## src/rtl/scr1_pipe_lsu_pl.sv

```systemverilog
// Purpose: pipelined EXU-to-DMEM load/store unit. It keeps up to MAX_OUTST requests in flight,
//          tracked by an in-order tag FIFO, aligns byte lanes and reports misalign/access faults.
// Latency: all outputs are combinational from inputs and registered state; load-to-use is >= 1 cycle.
// Backpressure: a request waits while MAX_OUTST requests are outstanding, or until DMEM acknowledges it.
//          A misaligned request waits until every outstanding response has drained.
// Ports:   clk/rst_n (async, active-low). exu2lsu_* request, lsu2exu_* ack/response,
//          lsu2dmem_* request channel, dmem2lsu_* ack/response channel, lsu_busy.

`ifndef SCR1_DMEM_AWIDTH
`define SCR1_DMEM_AWIDTH 32
`endif

package scr1_lsu_pl_pkg;
    localparam int SCR1_XLEN = 32;

    typedef enum logic [3:0] {
        SCR1_LSU_CMD_NONE = 4'd0,
        SCR1_LSU_CMD_LB   = 4'd1,
        SCR1_LSU_CMD_LH   = 4'd2,
        SCR1_LSU_CMD_LW   = 4'd3,
        SCR1_LSU_CMD_LBU  = 4'd4,
        SCR1_LSU_CMD_LHU  = 4'd5,
        SCR1_LSU_CMD_SB   = 4'd6,
        SCR1_LSU_CMD_SH   = 4'd7,
        SCR1_LSU_CMD_SW   = 4'd8
    } type_scr1_lsu_cmd_sel_e;

    typedef enum logic [3:0] {
        SCR1_EXC_CODE_INSTR_MISALIGN    = 4'd0,
        SCR1_EXC_CODE_INSTR_ACCESS_FAULT = 4'd1,
        SCR1_EXC_CODE_ILLEGAL_INSTR     = 4'd2,
        SCR1_EXC_CODE_BREAKPOINT        = 4'd3,
        SCR1_EXC_CODE_LD_ADDR_MISALIGN  = 4'd4,
        SCR1_EXC_CODE_LD_ACCESS_FAULT   = 4'd5,
        SCR1_EXC_CODE_ST_ADDR_MISALIGN  = 4'd6,
        SCR1_EXC_CODE_ST_ACCESS_FAULT   = 4'd7,
        SCR1_EXC_CODE_ECALL_M           = 4'd11
    } type_scr1_exc_code_e;

    typedef enum logic {
        SCR1_MEM_CMD_RD = 1'b0,
        SCR1_MEM_CMD_WR = 1'b1
    } type_scr1_mem_cmd_e;

    typedef enum logic [1:0] {
        SCR1_MEM_WIDTH_BYTE  = 2'd0,
        SCR1_MEM_WIDTH_HWORD = 2'd1,
        SCR1_MEM_WIDTH_WORD  = 2'd2
    } type_scr1_mem_width_e;

    typedef enum logic [1:0] {
        SCR1_MEM_RESP_NOTRDY = 2'd0,
        SCR1_MEM_RESP_RDY_OK = 2'd1,
        SCR1_MEM_RESP_RDY_ER = 2'd2
    } type_scr1_mem_resp_e;
endpackage

module scr1_pipe_lsu_pl
    import scr1_lsu_pl_pkg::*;
#(
    parameter int MAX_OUTST = 2,
    parameter int ADDR_W    = `SCR1_DMEM_AWIDTH
) (
    input  logic                  clk,
    input  logic                  rst_n,

    input  logic                  exu2lsu_req,
    input  logic [3:0]            exu2lsu_cmd,
    input  logic [SCR1_XLEN-1:0]  exu2lsu_addr,
    input  logic [SCR1_XLEN-1:0]  exu2lsu_s_data,
    output logic                  lsu2exu_req_ack,
    output logic                  lsu2exu_rdy,
    output logic [SCR1_XLEN-1:0]  lsu2exu_l_data,
    output logic                  lsu2exu_exc,
    output logic [3:0]            lsu2exu_exc_code,
    output logic                  lsu_busy,

    output logic                  lsu2dmem_req,
    output logic                  lsu2dmem_cmd,
    output logic [1:0]            lsu2dmem_width,
    output logic [ADDR_W-1:0]     lsu2dmem_addr,
    output logic [SCR1_XLEN-1:0]  lsu2dmem_wdata,
    input  logic                  dmem2lsu_req_ack,
    input  logic [SCR1_XLEN-1:0]  dmem2lsu_rdata,
    input  logic [1:0]            dmem2lsu_resp
);

    localparam int CNT_W = $clog2(MAX_OUTST + 1);
    localparam int PTR_W = (MAX_OUTST > 1) ? $clog2(MAX_OUTST) : 1;
    localparam logic [CNT_W-1:0] CNT_MAX  = CNT_W'(MAX_OUTST);
    localparam logic [PTR_W-1:0] PTR_LAST = PTR_W'(MAX_OUTST - 1);

    // Tag FIFO: command and byte offset of every request DMEM has accepted.
    logic [3:0]       tag_cmd [MAX_OUTST];
    logic [1:0]       tag_off [MAX_OUTST];
    logic [PTR_W-1:0] wr_ptr;
    logic [PTR_W-1:0] rd_ptr;
    logic [CNT_W-1:0] cnt;

    logic             req_is_store;
    logic             mis;
    logic             resp_any;
    logic             push;
    logic             pop;
    logic             mis_retire;
    logic [3:0]       head_cmd;
    logic [1:0]       head_off;
    logic             head_is_store;
    logic [SCR1_XLEN-1:0] shifted;

    function automatic logic [PTR_W-1:0] ptr_inc(input logic [PTR_W-1:0] p);
        return (p == PTR_LAST) ? '0 : p + PTR_W'(1);
    endfunction

    function automatic logic is_store(input logic [3:0] c);
        return (c == SCR1_LSU_CMD_SB) || (c == SCR1_LSU_CMD_SH) || (c == SCR1_LSU_CMD_SW);
    endfunction

    // ---------------- request side ----------------
    always_comb begin
        req_is_store = is_store(exu2lsu_cmd);
        mis          = 1'b0;
        case (exu2lsu_cmd)
            SCR1_LSU_CMD_LH, SCR1_LSU_CMD_LHU, SCR1_LSU_CMD_SH: mis = exu2lsu_addr[0];
            SCR1_LSU_CMD_LW, SCR1_LSU_CMD_SW:                   mis = |exu2lsu_addr[1:0];
            default:                                            mis = 1'b0;
        endcase
    end

    assign resp_any = (dmem2lsu_resp != SCR1_MEM_RESP_NOTRDY);
    assign pop      = (cnt != '0) && ((dmem2lsu_resp == SCR1_MEM_RESP_RDY_OK) ||
                                      (dmem2lsu_resp == SCR1_MEM_RESP_RDY_ER));

    // The count check also blocks a push when a pop frees a slot in the same cycle.
    assign lsu2dmem_req = exu2lsu_req & ~mis & (cnt < CNT_MAX);
    assign push         = lsu2dmem_req & dmem2lsu_req_ack;

    // A misaligned access retires only with nothing in flight, so it stays in order.
    assign mis_retire   = exu2lsu_req & mis & (cnt == '0) & ~resp_any;

    assign lsu2exu_req_ack = push | mis_retire;
    assign lsu_busy        = (cnt != '0);
    assign lsu2dmem_addr   = exu2lsu_addr[ADDR_W-1:0];
    assign lsu2dmem_cmd    = req_is_store ? SCR1_MEM_CMD_WR : SCR1_MEM_CMD_RD;

    always_comb begin
        lsu2dmem_wdata = exu2lsu_s_data;
        lsu2dmem_width = SCR1_MEM_WIDTH_BYTE;
        case (exu2lsu_cmd)
            SCR1_LSU_CMD_SB: lsu2dmem_wdata = {4{exu2lsu_s_data[7:0]}};
            SCR1_LSU_CMD_SH: lsu2dmem_wdata = {2{exu2lsu_s_data[15:0]}};
            default:         lsu2dmem_wdata = exu2lsu_s_data;
        endcase
        // Width is parked at zero while the EXU is idle so the channel is all-zero.
        if (exu2lsu_req) begin
            case (exu2lsu_cmd)
                SCR1_LSU_CMD_LB, SCR1_LSU_CMD_LBU, SCR1_LSU_CMD_SB: lsu2dmem_width = SCR1_MEM_WIDTH_BYTE;
                SCR1_LSU_CMD_LH, SCR1_LSU_CMD_LHU, SCR1_LSU_CMD_SH: lsu2dmem_width = SCR1_MEM_WIDTH_HWORD;
                default:                                            lsu2dmem_width = SCR1_MEM_WIDTH_WORD;
            endcase
        end
    end

    // ---------------- response side ----------------
    assign head_cmd      = tag_cmd[rd_ptr];
    assign head_off      = tag_off[rd_ptr];
    assign head_is_store = is_store(head_cmd);
    assign shifted       = dmem2lsu_rdata >> {head_off, 3'b000};

    always_comb begin
        lsu2exu_rdy      = 1'b0;
        lsu2exu_exc      = 1'b0;
        lsu2exu_exc_code = SCR1_EXC_CODE_INSTR_MISALIGN;
        lsu2exu_l_data   = '0;
        if (pop) begin
            lsu2exu_rdy = 1'b1;
            if (dmem2lsu_resp == SCR1_MEM_RESP_RDY_ER) begin
                lsu2exu_exc      = 1'b1;
                lsu2exu_exc_code = head_is_store ? SCR1_EXC_CODE_ST_ACCESS_FAULT
                                                 : SCR1_EXC_CODE_LD_ACCESS_FAULT;
            end else begin
                case (head_cmd)
                    SCR1_LSU_CMD_LB:  lsu2exu_l_data = {{24{shifted[7]}}, shifted[7:0]};
                    SCR1_LSU_CMD_LBU: lsu2exu_l_data = {24'd0, shifted[7:0]};
                    SCR1_LSU_CMD_LH:  lsu2exu_l_data = {{16{shifted[15]}}, shifted[15:0]};
                    SCR1_LSU_CMD_LHU: lsu2exu_l_data = {16'd0, shifted[15:0]};
                    SCR1_LSU_CMD_LW:  lsu2exu_l_data = shifted;
                    default:          lsu2exu_l_data = '0;
                endcase
            end
        end else if (mis_retire) begin
            lsu2exu_rdy      = 1'b1;
            lsu2exu_exc      = 1'b1;
            lsu2exu_exc_code = req_is_store ? SCR1_EXC_CODE_ST_ADDR_MISALIGN
                                            : SCR1_EXC_CODE_LD_ADDR_MISALIGN;
        end
    end

    // ---------------- tag FIFO state ----------------
    always_ff @(posedge clk or negedge rst_n) begin
        if (!rst_n) begin
            cnt    <= '0;
            wr_ptr <= '0;
            rd_ptr <= '0;
            for (int i = 0; i < MAX_OUTST; i++) begin
                tag_cmd[i] <= SCR1_LSU_CMD_NONE;
                tag_off[i] <= 2'd0;
            end
        end else begin
            if (push) begin
                tag_cmd[wr_ptr] <= exu2lsu_cmd;
                tag_off[wr_ptr] <= exu2lsu_addr[1:0];
                wr_ptr          <= ptr_inc(wr_ptr);
            end
            if (pop) begin
                rd_ptr <= ptr_inc(rd_ptr);
            end
            case ({push, pop})
                2'b10:   cnt <= cnt + CNT_W'(1);
                2'b01:   cnt <= cnt - CNT_W'(1);
                default: cnt <= cnt;
            endcase
        end
    end

`ifndef SYNTHESIS
    // A response with nothing outstanding (e.g. a stale one after reset) is dropped.
    always @(posedge clk) begin
        if (rst_n && (cnt == '0)) begin
            assert ((dmem2lsu_resp != SCR1_MEM_RESP_RDY_OK) && (dmem2lsu_resp != SCR1_MEM_RESP_RDY_ER))
            else $warning("scr1_pipe_lsu_pl: DMEM response with no outstanding request dropped");
        end
    end
`endif

endmodule

```

## config.mk

```make
export PLATFORM = sky130hd
export DESIGN_NAME = scr1_pipe_lsu_pl
export DESIGN_NICKNAME = d
export VERILOG_FILES = /design/src/rtl/scr1_pipe_lsu_pl.sv
export SDC_FILE = /design/constraint.sdc
export NUM_CORES = 1
export LEC_CHECK = 0
export CORE_MARGIN = 2
export CORE_UTILIZATION = 33
export CTS_CLUSTER_DIAMETER = 30
export DETAILED_ROUTE_END_ITERATION = 16
export PLACE_DENSITY = 0.89
export SYNTH_ARGS = -nofsm -noshare
export SYNTH_HDL_FRONTEND = slang
export SYNTH_SLANG_ARGS = --single-unit
export TNS_END_PERCENT = 100
```

## constraint.sdc

```tcl
create_clock -name clk -period 2.7 [get_ports clk]
set_input_delay 0.54 -clock clk [delete_from_list [all_inputs] [get_ports clk]]
set_output_delay 0.54 -clock clk [all_outputs]
set_load 0.01 [all_outputs]
```

# --- Word-level counts from Yosys, hierarchy flattened ---
# Index checks and enable logic that the tools add are counted.
# Widths: inputs -> output; s select.
classes:
  n_addsub: 4
  n_lt_le_gt_ge: 4
  n_eq_ne: 20
  n_shift: 1
  n_mux: 32
  bitwise_logic: 11
  reduce_logical: 15
op_table:
  columns: ["operator", "n"]
  rows:
  - ["$pmux 32 s5", 1]
  - ["$mux 32", 2]
  - ["$pmux 32 s2", 1]
  - ["$eq 4x3->1 const B", 8]
  - ["$shr 32x5->32", 1]
  - ["$mux 4", 5]
  - ["$eq 4x2->1 const B", 4]
  - ["$mux 2", 7]
  - ["$bwmux 8", 1]
  - ["$eq 4x1->1 const B", 2]
  - ["$eq 4x4->1 const B", 2]
  - ["$pmux 2 s2", 2]
  - ["$mux 1", 7]
  - ["$and 1x1->1", 6]
  - ["$mux 3", 2]
  - ["$reduce_bool 2->1", 3]
  - ["$reduce_or 3->1", 2]
  - ["$logic_or 1x1->1", 5]
  - ["$bwmux 4", 1]
  - ["$demux 4 s1", 1]
  - ["$eq 2x1->1 const B", 2]
  - ["$eq 2x2->1 const B", 2]
  - ["$ge 2x2->1 const B", 2]
  - ["$not 1->2", 2]
  - ["12 further kinds", 16]
totals:
  ff_bits: 16
  input_bits: 106
  output_inout_bits: 108

# --- Depth between registers and ports, before layout ---
# Gate-level depths: netlist (run 1).
logic_depth:
  word_depth: 10
  depth_mapped: 9
  depth_no_buf: 8

# --- Least setup slack after synthesis (run 1) ---
# OpenSTA, ideal clock, no wires.
synth_path:
  path_kind: "input-to-output"
  startpoint: "in dmem2lsu_resp[0]"
  endpoint: "out lsu2exu_l_data[1]"
  arrival_ns: 2.061
  required_ns: 2.160
  setup_slack_ns: 0.099
  path_stages: 9
  cell_sequence: "inv_1 ha_1 and2_1 buf_2 nand2_1 or4_4 buf_6 buf_6 a211oi_2"
synth_between:
  elab_chain_len: 4
  elab_cells_between_ends: 6
  cone_classes: "2 x eq/ne; 2 x mux; 2 x reduce/logical"
synth_lines:
  columns: ["item", "line_no", "source"]
  rows:
  - ["from (decl)", "85", "input logic [1:0] dmem2lsu_resp"]
  - ["$eq 2x1->1 or $eq 2x2->1 (tied branches)", "131, 132", null]
  - ["$logic_or 1x1->1 (*)", "131", "assign pop = (cnt != '0) && ((dmem2lsu_resp == SCR1_MEM_RESP_RDY_OK) ||"]
  - ["$logic_and 1x1->1 (*)", "131", null]
  - ["net pop", "104", "logic pop;"]
  - ["$mux 32 (*)", "175", "if (pop) begin"]
  - ["to (decl)", "73", "output logic [SCR1_XLEN-1:0] lsu2exu_l_data,"]
# Mark *: on every way through the listed nets, which the timed path passes. The rest lies on a longest branch.

# --- Worst setup path after layout (run 1) ---
layout_path:
  startpoint: "reg rd_ptr"
  endpoint: "out lsu2exu_l_data[23]"
layout_between:
  elab_chain_len: 8
  elab_cells_between_ends: 16
  cone_classes: "5 x eq/ne; 1 x shift; 9 x mux; 1 x bitwise"
layout_lines:
  columns: ["item", "line_no", "source"]
  rows:
  - ["from (decl)", "97", "logic [PTR_W-1:0] rd_ptr;"]
  - ["from (signal assigned)", "216", "rd_ptr <= ptr_inc(rd_ptr);"]
  - ["$not 1->2 (not written as such) (*)", "165, 166", null]
  - ["$mux 2 (not written as such) or $mux 4 (tied branches) (3 in series)", "166, 165", null]
  - ["$shr 32x5->32, or another cell as far along", "168", "assign shifted = dmem2lsu_rdata >> {head_off, 3'b000};"]
  - ["$pmux 32 s5 (*)", "182", "case (head_cmd)"]
  - ["$mux 32 (*)", "177", "if (dmem2lsu_resp == SCR1_MEM_RESP_RDY_ER) begin"]
  - ["$mux 32 (*)", "175", null]
# Every way passes the cells marked *; elsewhere a longest branch is shown, timed or not. The select of a mux whose other input is x is not followed.

==> results.md, run 1 <==
- Fin crit share: 1.09
- Clk sink count: 16
- Critical path, cell by cell: buf_4 > mux2_4 > mux2i_2 > o22ai_2 > a22oi_2 > buf_4 > buf_16 > buf_4 > a21oi_4 > buf_2
- Final std cells w/o fill: 610
- Area growth, synth to finish: 82.4%
- Die H: 92.4 um
- Number of enable flip-flop cells after synthesis: 0
- Fraction of layout cells with a size suffix above 1: 0.451
- Combined buffer and inverter count along the critical path: 5
- Clock tree skew after final layout: 0.00396 ns
- Number of stages on the worst hold path: 1
- Antenna Cells: 0
- Failing checks: setup timing
- Library cells used by synthesis: 52
- FF+latch count, synth: 16
- Number of H-tree branching levels: 1
- Static Leak: 2.12 nW
- Reg2Reg Depth: 7
- Overall global routing resource usage: 0.236
- Buffer type at the clock tree root: clkbuf_8
- Endpoint of the worst hold-timing path: wr_ptr
- Yosys synthesis warning count: 0
- Kind of critical path: reg -> out
- Most used cells in the layout excluding fill and tap cells: clkdlybuf4s50_1, buf_4, nand2_1, buf_2
- Final Worst Setup Slack: -0.245 ns
- Initial core utilization: 0.337
- Drc violations: 0
- Average wire per standard cell: 17.4 um
- Die outline area: 8530 um2
- Power per cell area: 857 nW/um2
- Net Sw Power: 1.77 mW
- Max incr delay on CP: 0.46 ns
- CP max FO: 7
- Global-route wire length before repair: 16300 um
- Design internal power: 2.25 mW
- Clock network fraction of design power: 0.044
- Total Wirelength: 10600 um
- MaxCap Viol Count: 0
- Via count of the first global-routing pass: 3457
- Clock transition at the registers of the reported paths: 0.06 ns
- Max transition margin: 0.531
- Detail Route Antenna Nets: 0
- Hold Crit Class: reg -> reg
- Total design power: 4.03 mW
- Most common cell after layout, fill and taps aside: clkdlybuf4s50_1
- Reg power frac: 0.121
- Routed via count divided by cell count: 5.25
- Critical Path Slowest Stage Cell: dfrtp_2
- Via count: 3204
- Final global-route overflow total: 0
- Final period demand of the worst path: 2.94 ns
- Async SR Flop Fraction: 1.00
- Pin count of the biggest net entering global routing: 31
- Mapped cell area: 2580 um2
- Portion of the post-synthesis area used by sequential elements: 0.155
- Worst hold slack across all endpoints: 0.525 ns
- Final nets: 619
- Data arrival at the endpoint of the critical path: 2.40 ns
- R2r endpoint: tag_cmd[4]
- Largest delay contributor family on the critical path: buffers and inverters
- Most frequent cell on the critical path: buf_4
- Final max-slew violation count: 0
- Worst-case vdd ir drop: 572 uV
- Required time at the worst-slack endpoint: 2.16 ns
- Hold Startpoint: wr_ptr
- Reg-to-Reg Start: cnt[1]
- Final count of negative-setup-slack endpoints: 32
- Logic pwr share: 0.835
- Clock Path Buffers: 2
- Net Sw Frac: 0.440
- Fin Setup TNS: -4.24 ns
- Source-to-sink clock delay at the later pin of the worst-skew pair: 0.25 ns
- I/O pin total: 214
- Kind of start point of the critical path: flip-flop
- Number of buffers created by CTS: 3
- Post-synth top flop: dfrtp_1
- Element type at the critical path end: primary output
- Count of buffers from port buffering: 152
- Initial antenna violation count: 0
- Status: finished with violations
- Core Footprint: 7650 um2
- Placement Rows: 32
- FMAX: 0.340 GHz
- Number of fillers in the final layout: 654
- Final number of hold-violating endpoints: 0
- Number of detailed-route iterations in the first pass: 4
- Worst-margin pin slew: 0.701 ns
- Routability congestion estimate from global placement: 0.803
- Placed wire-length estimate after detailed placement: 7500 um
- Mean cell area of the mapped netlist: 8.03 um2
- Number of DRC markers after the initial detailed-route iteration: 82
- Slack of the worst reg-to-reg path: 0.66 ns
- Setup repair after global routing missed its margin: true
- Number of cells produced by synthesis: 321
- CTS tree: yes
- Syn Nets: 430
- Die width: 92.4 um
- Hold-fix buffers at CTS: 0
- Origin of the worst setup path: rd_ptr
- Count of placed standard cells including taps: 580
area by class of cell:
type / instances / area [um2] / share of cell area
multi-input combinational: 237 / 1940 / 0.412
timing repair buffer: 245 / 2170 / 0.461
clock buffer: 3 / 41.3 / 0.00878
inverter: 7 / 26.3 / 0.00559
tap: 102 / 128 / 0.0271
sequential: 16 / 402 / 0.0854
cell usage after synthesis, drive strengths merged (7+ instances only):
cell type,instances,area share
o2bb2ai,7,0.024
mux2i,21,0.083
nor2b,11,0.027
nand2,46,0.067
inv,7,0.010
buf,54,0.16
nor2,8,0.012
a21oi,28,0.054
clkbuf,7,0.011
a21o,8,0.023
mux2,32,0.14
dfrtp,16,0.16
o21ai,10,0.019
a211oi,15,0.055
flip-flops by register name (all words and copies together) (netlist names):
signal / cells
tag_cmd: 8
rd_ptr: 1
tag_off: 4
cnt: 2
wr_ptr: 1
worst register-to-register path: cells and delay by family (launching register included):
| family | cells | cell delay, ns |
|---|---|---|
| and+or+nand+nor | 3 | 0.76 |
| muxes | 1 | 0.40 |
| buffers and inverters | 3 | 0.39 |
| DFF | 1 | 0.38 |
power groups by stage:
stage,combinational [mW],clock (mW),sequential [mW]
floorplan,1.50,0,0.470
global placement,2.56,0,0.460
detailed placement,2.65,0,0.479
CTS,3.22,0.177,0.487
global route,3.56,0.188,0.504
finish,3.36,0.177,0.489
worst max-delay path by stage:
stage | endpoint | slack [ns] | depth (start not counted)
2_1_floorplan | lsu2exu_l_data[1] | 0.1 | 9
3_3_place_gp | lsu2exu_l_data[8] | -0.78 | 9
3_5_place_dp | lsu2exu_l_data[8] | -0.82 | 9
4_1_cts | lsu2exu_l_data[23] | -0.28 | 9
5_1_grt | lsu2exu_l_data[26] | -0.30 | 10
6_report | lsu2exu_l_data[23] | -0.24 | 10
per-stage QoR:
step | utilization | cell area [um2] | setup WS, ns
6_report | 0.615 | 4700 | -0.245
5_1_grt | 0.615 | 4700 | -0.301
4_1_cts | 0.606 | 4630 | -0.279
3_5_place_dp | 0.565 | 4320 | -0.821
3_3_place_gp | 0.565 | 4320 | -0.777
2_1_floorplan | - | 2580 | 0.0991
cells by family after synthesis:
logic type / share of synthesized area
buf+inv: 0.181
mux: 0.223
simple gates: 0.183
other cells: 0.00145
fa+ha+maj: 0.0146
flops: 0.155
compound gates: 0.222
xor+xnor: 0.0204
per-layer routing:
layer  vias to the layer above  wire length (um)  GRT usage
met5                         -                 0          0
met1                      1506              3520      0.226
met4                         0               270     0.0896
li1                       1474                 -          -
met2                       191              5700      0.468
met3                        33              1100     0.0675
timing repair:
| action | CTS | global route |
|---|---|---|
| endpoints found under the setup margin | 66 | 47 |
| gates resized for setup | 247 | 22 |
| gates cloned | 5 | 0 |
| pin swaps | 6 | 4 |
| setup buffers | 19 | 5 |
| hold endpoints to repair | 0 | 0 |
(Power assumes the default switching activity.)
==> inputs of run 2 (changes only) <==
--- a/config.mk
+++ b/config.mk
@@ -10,6 +10,7 @@
 export CTS_CLUSTER_DIAMETER = 30
 export DETAILED_ROUTE_END_ITERATION = 16
 export PLACE_DENSITY = 0.89
+export RECOVER_POWER = 25
 export SYNTH_ARGS = -nofsm -noshare
 export SYNTH_HDL_FRONTEND = slang
 export SYNTH_SLANG_ARGS = --single-unit
==> results of run 2 <==
No change in the layout: final DEF, timing and power equal those of run 1.
==> inputs of run 3 (changes only) <==
--- a/config.mk
+++ b/config.mk
@@ -9,8 +9,11 @@
 export CORE_UTILIZATION = 33
 export CTS_CLUSTER_DIAMETER = 30
 export DETAILED_ROUTE_END_ITERATION = 16
+export HOLD_SLACK_MARGIN = 0.12
 export PLACE_DENSITY = 0.89
 export RECOVER_POWER = 25
+export SETUP_SLACK_MARGIN = 0.2
+export SLEW_MARGIN = 20
 export SYNTH_ARGS = -nofsm -noshare
 export SYNTH_HDL_FRONTEND = slang
 export SYNTH_SLANG_ARGS = --single-unit
==> run 3 against run 2 <==
Effect of this change: the run still ends with setup timing left; utilization up 2.5 points; register-to-register slack better by 0.08 ns; largest power group unchanged; via count down 3.0%; sequential cell count unchanged; clock skew down 0.0021 ns; maximum frequency up 1.9%; total power up 4.1%; combinational power up 4%; critical path type unchanged; sequential power down 2%.
==> results.md, run 3 (synthesis results as in run 1) <==
- Routed via count divided by cell count: 5.09
- Worst-case vdd ir drop: 333 uV
- Source-to-sink clock delay at the later pin of the worst-skew pair: 0.25 ns
- Final number of hold-violating endpoints: 0
- Most used cells in the layout excluding fill and tap cells: clkdlybuf4s50_1, buf_4, nand2_1, mux2_2, buf_2
- Status: finished with violations
- Via count: 3109
- Failing checks: setup timing
- Register area: 402 um2
- CTS tree: yes
- Number of detailed-route iterations in the first pass: 4
- Final count of negative-setup-slack endpoints: 32
- Drc violations: 0
- Largest delay contributor family on the critical path: simple AND/OR/NAND/NOR gates
- Worst slack at placement: -0.921 ns
- Number of buffers created by CTS: 3
- Summed area of non-filler cells in the final layout: 4890 um2
- Final Worst Setup Slack: -0.189 ns
- Detail Route Antenna Nets: 0
- Data arrival at the endpoint of the critical path: 2.35 ns
- Average wire per standard cell: 16.4 um
- Die outline area: 8530 um2
- Critical Path Slowest Stage Cell: or4_4
- Clock transition at the registers of the reported paths: 0.06 ns
- Final nets: 619
- Total Wirelength: 10000 um
- MaxCap Viol Count: 0
- Number of H-tree branching levels: 1
- Final max-slew violation count: 0
- Clk sink count: 16
- Core Footprint: 7650 um2
- Overall global routing resource usage: 0.218
- Number of DRC markers after the initial detailed-route iteration: 80
- Placement Rows: 32
- Initial antenna violation count: 0
- Required time at the worst-slack endpoint: 2.16 ns
- Kind of critical path: reg -> out
- Area growth, synth to finish: 89.7%
- Antenna Cells: 0
- Count of buffers from port buffering: 152
- Final period demand of the worst path: 2.89 ns
- Global-route wire length before repair: 15100 um
- Registers with the most flip-flops: tag_cmd: 8 flops, tag_off: 4 flops, cnt: 2 flops
- Element type at the critical path end: primary output
- Fin crit share: 1.07
- Pin count of the biggest net entering global routing: 21
- Worst-margin pin slew: 0.677 ns
- Via count of the first global-routing pass: 3254
- Number of fillers in the final layout: 604
- Top reg by flops: tag_cmd
- Power per cell area: 857 nW/um2
- Buffer type at the clock tree root: clkbuf_8
- Initial core utilization: 0.337
- Die width: 92.4 um
- FMAX: 0.346 GHz
- I/O pin total: 214
- Most common cell after layout, fill and taps aside: clkdlybuf4s50_1
- Max incr delay on CP: 0.57 ns
- Combined buffer and inverter count along the critical path: 3
- Final core occ: 0.639
- Total design power: 4.19 mW
- Final global-route overflow total: 0
- Setup repair after global routing missed its margin: true
- Static Leak: 2.18 nW
- Cell area after placement: 4510 um2
- CP max FO: 6
- Kind of start point of the critical path: flip-flop
- Multi-input gate area: 2050 um2
- Placed wire-length estimate after detailed placement: 7480 um
- Max reg flops: 8
- Clock Path Buffers: 2
- Routability congestion estimate from global placement: 0.899
- Fraction of layout cells with a size suffix above 1: 0.462
- Max transition margin: 0.547
- Critical path, cell by cell: buf_6 > mux2_4 > nor2b_4 > or4_4 > buf_12 > a211oi_4 > buf_2
- Clock tree skew after final layout: 0.00187 ns
- Hold Crit Class: reg -> reg
- Die H: 92.4 um
==> run 3: area by class of cell <==
| type | count | area share |
|---|---|---|
| inverter | 7 | 0.00844 |
| tap | 102 | 0.0261 |
| multi-input combinational | 237 | 0.419 |
| clock buffer | 4 | 0.0113 |
| timing repair buffer | 245 | 0.453 |
| sequential | 16 | 0.0821 |
==> run 3: timing repair <==
| action | CTS | global route |
|---|---|---|
| gates resized for setup | 229 | 42 |
| endpoints found under the setup margin | 66 | 48 |
| cloned | 2 | 1 |
| hold buffers | 0 | 0 |
| pin swaps | 8 | 12 |
| buffers inserted | 12 | 6 |
==> run 3: final timing paths <==
check	start	to	slack (ns)	cells past startpoint
setup / recovery	rd_ptr	lsu2exu_l_data[2]	-0.19	7
hold / removal	wr_ptr	wr_ptr	0.53	1
setup reg to reg	cnt[1]	tag_cmd[4]	0.74	7
hold reg to reg	wr_ptr	wr_ptr	0.53	1
max in group asynchronous	rst_n	rd_ptr	1.53	1
min in group asynchronous	rst_n	tag_cmd[3]	0.70	1
==> run 3: routing by layer <==
layer,vias up,part of all wire,track usage
met5,-,0,0
met4,0,0.028,0.0821
met3,26,0.081,0.0496
met2,164,0.54,0.432
met1,1444,0.35,0.218
li1,1475,-,-
==> run 3: power breakdown <==
group / internal, mW / switching [mW] / leakage [nW]
clock: 0.129 / 0.0778 / 0.0288
combinational: 1.90 / 1.61 / 1.96
sequential: 0.366 / 0.112 / 0.190
total: 2.40 / 1.80 / 2.18
==> run 3: stage by stage <==
stage | std cells | hold slack [ns] | setup TNS, ns
detailed placement | 586 | 0.516 | -35.80
global placement | 586 | 0.502 | -34.00
finish | 611 | 0.530 | -4.43
global route | 611 | 0.565 | -6.63
floorplan | 321 | 0.244 | 0
CTS | 604 | 0.534 | -2.88
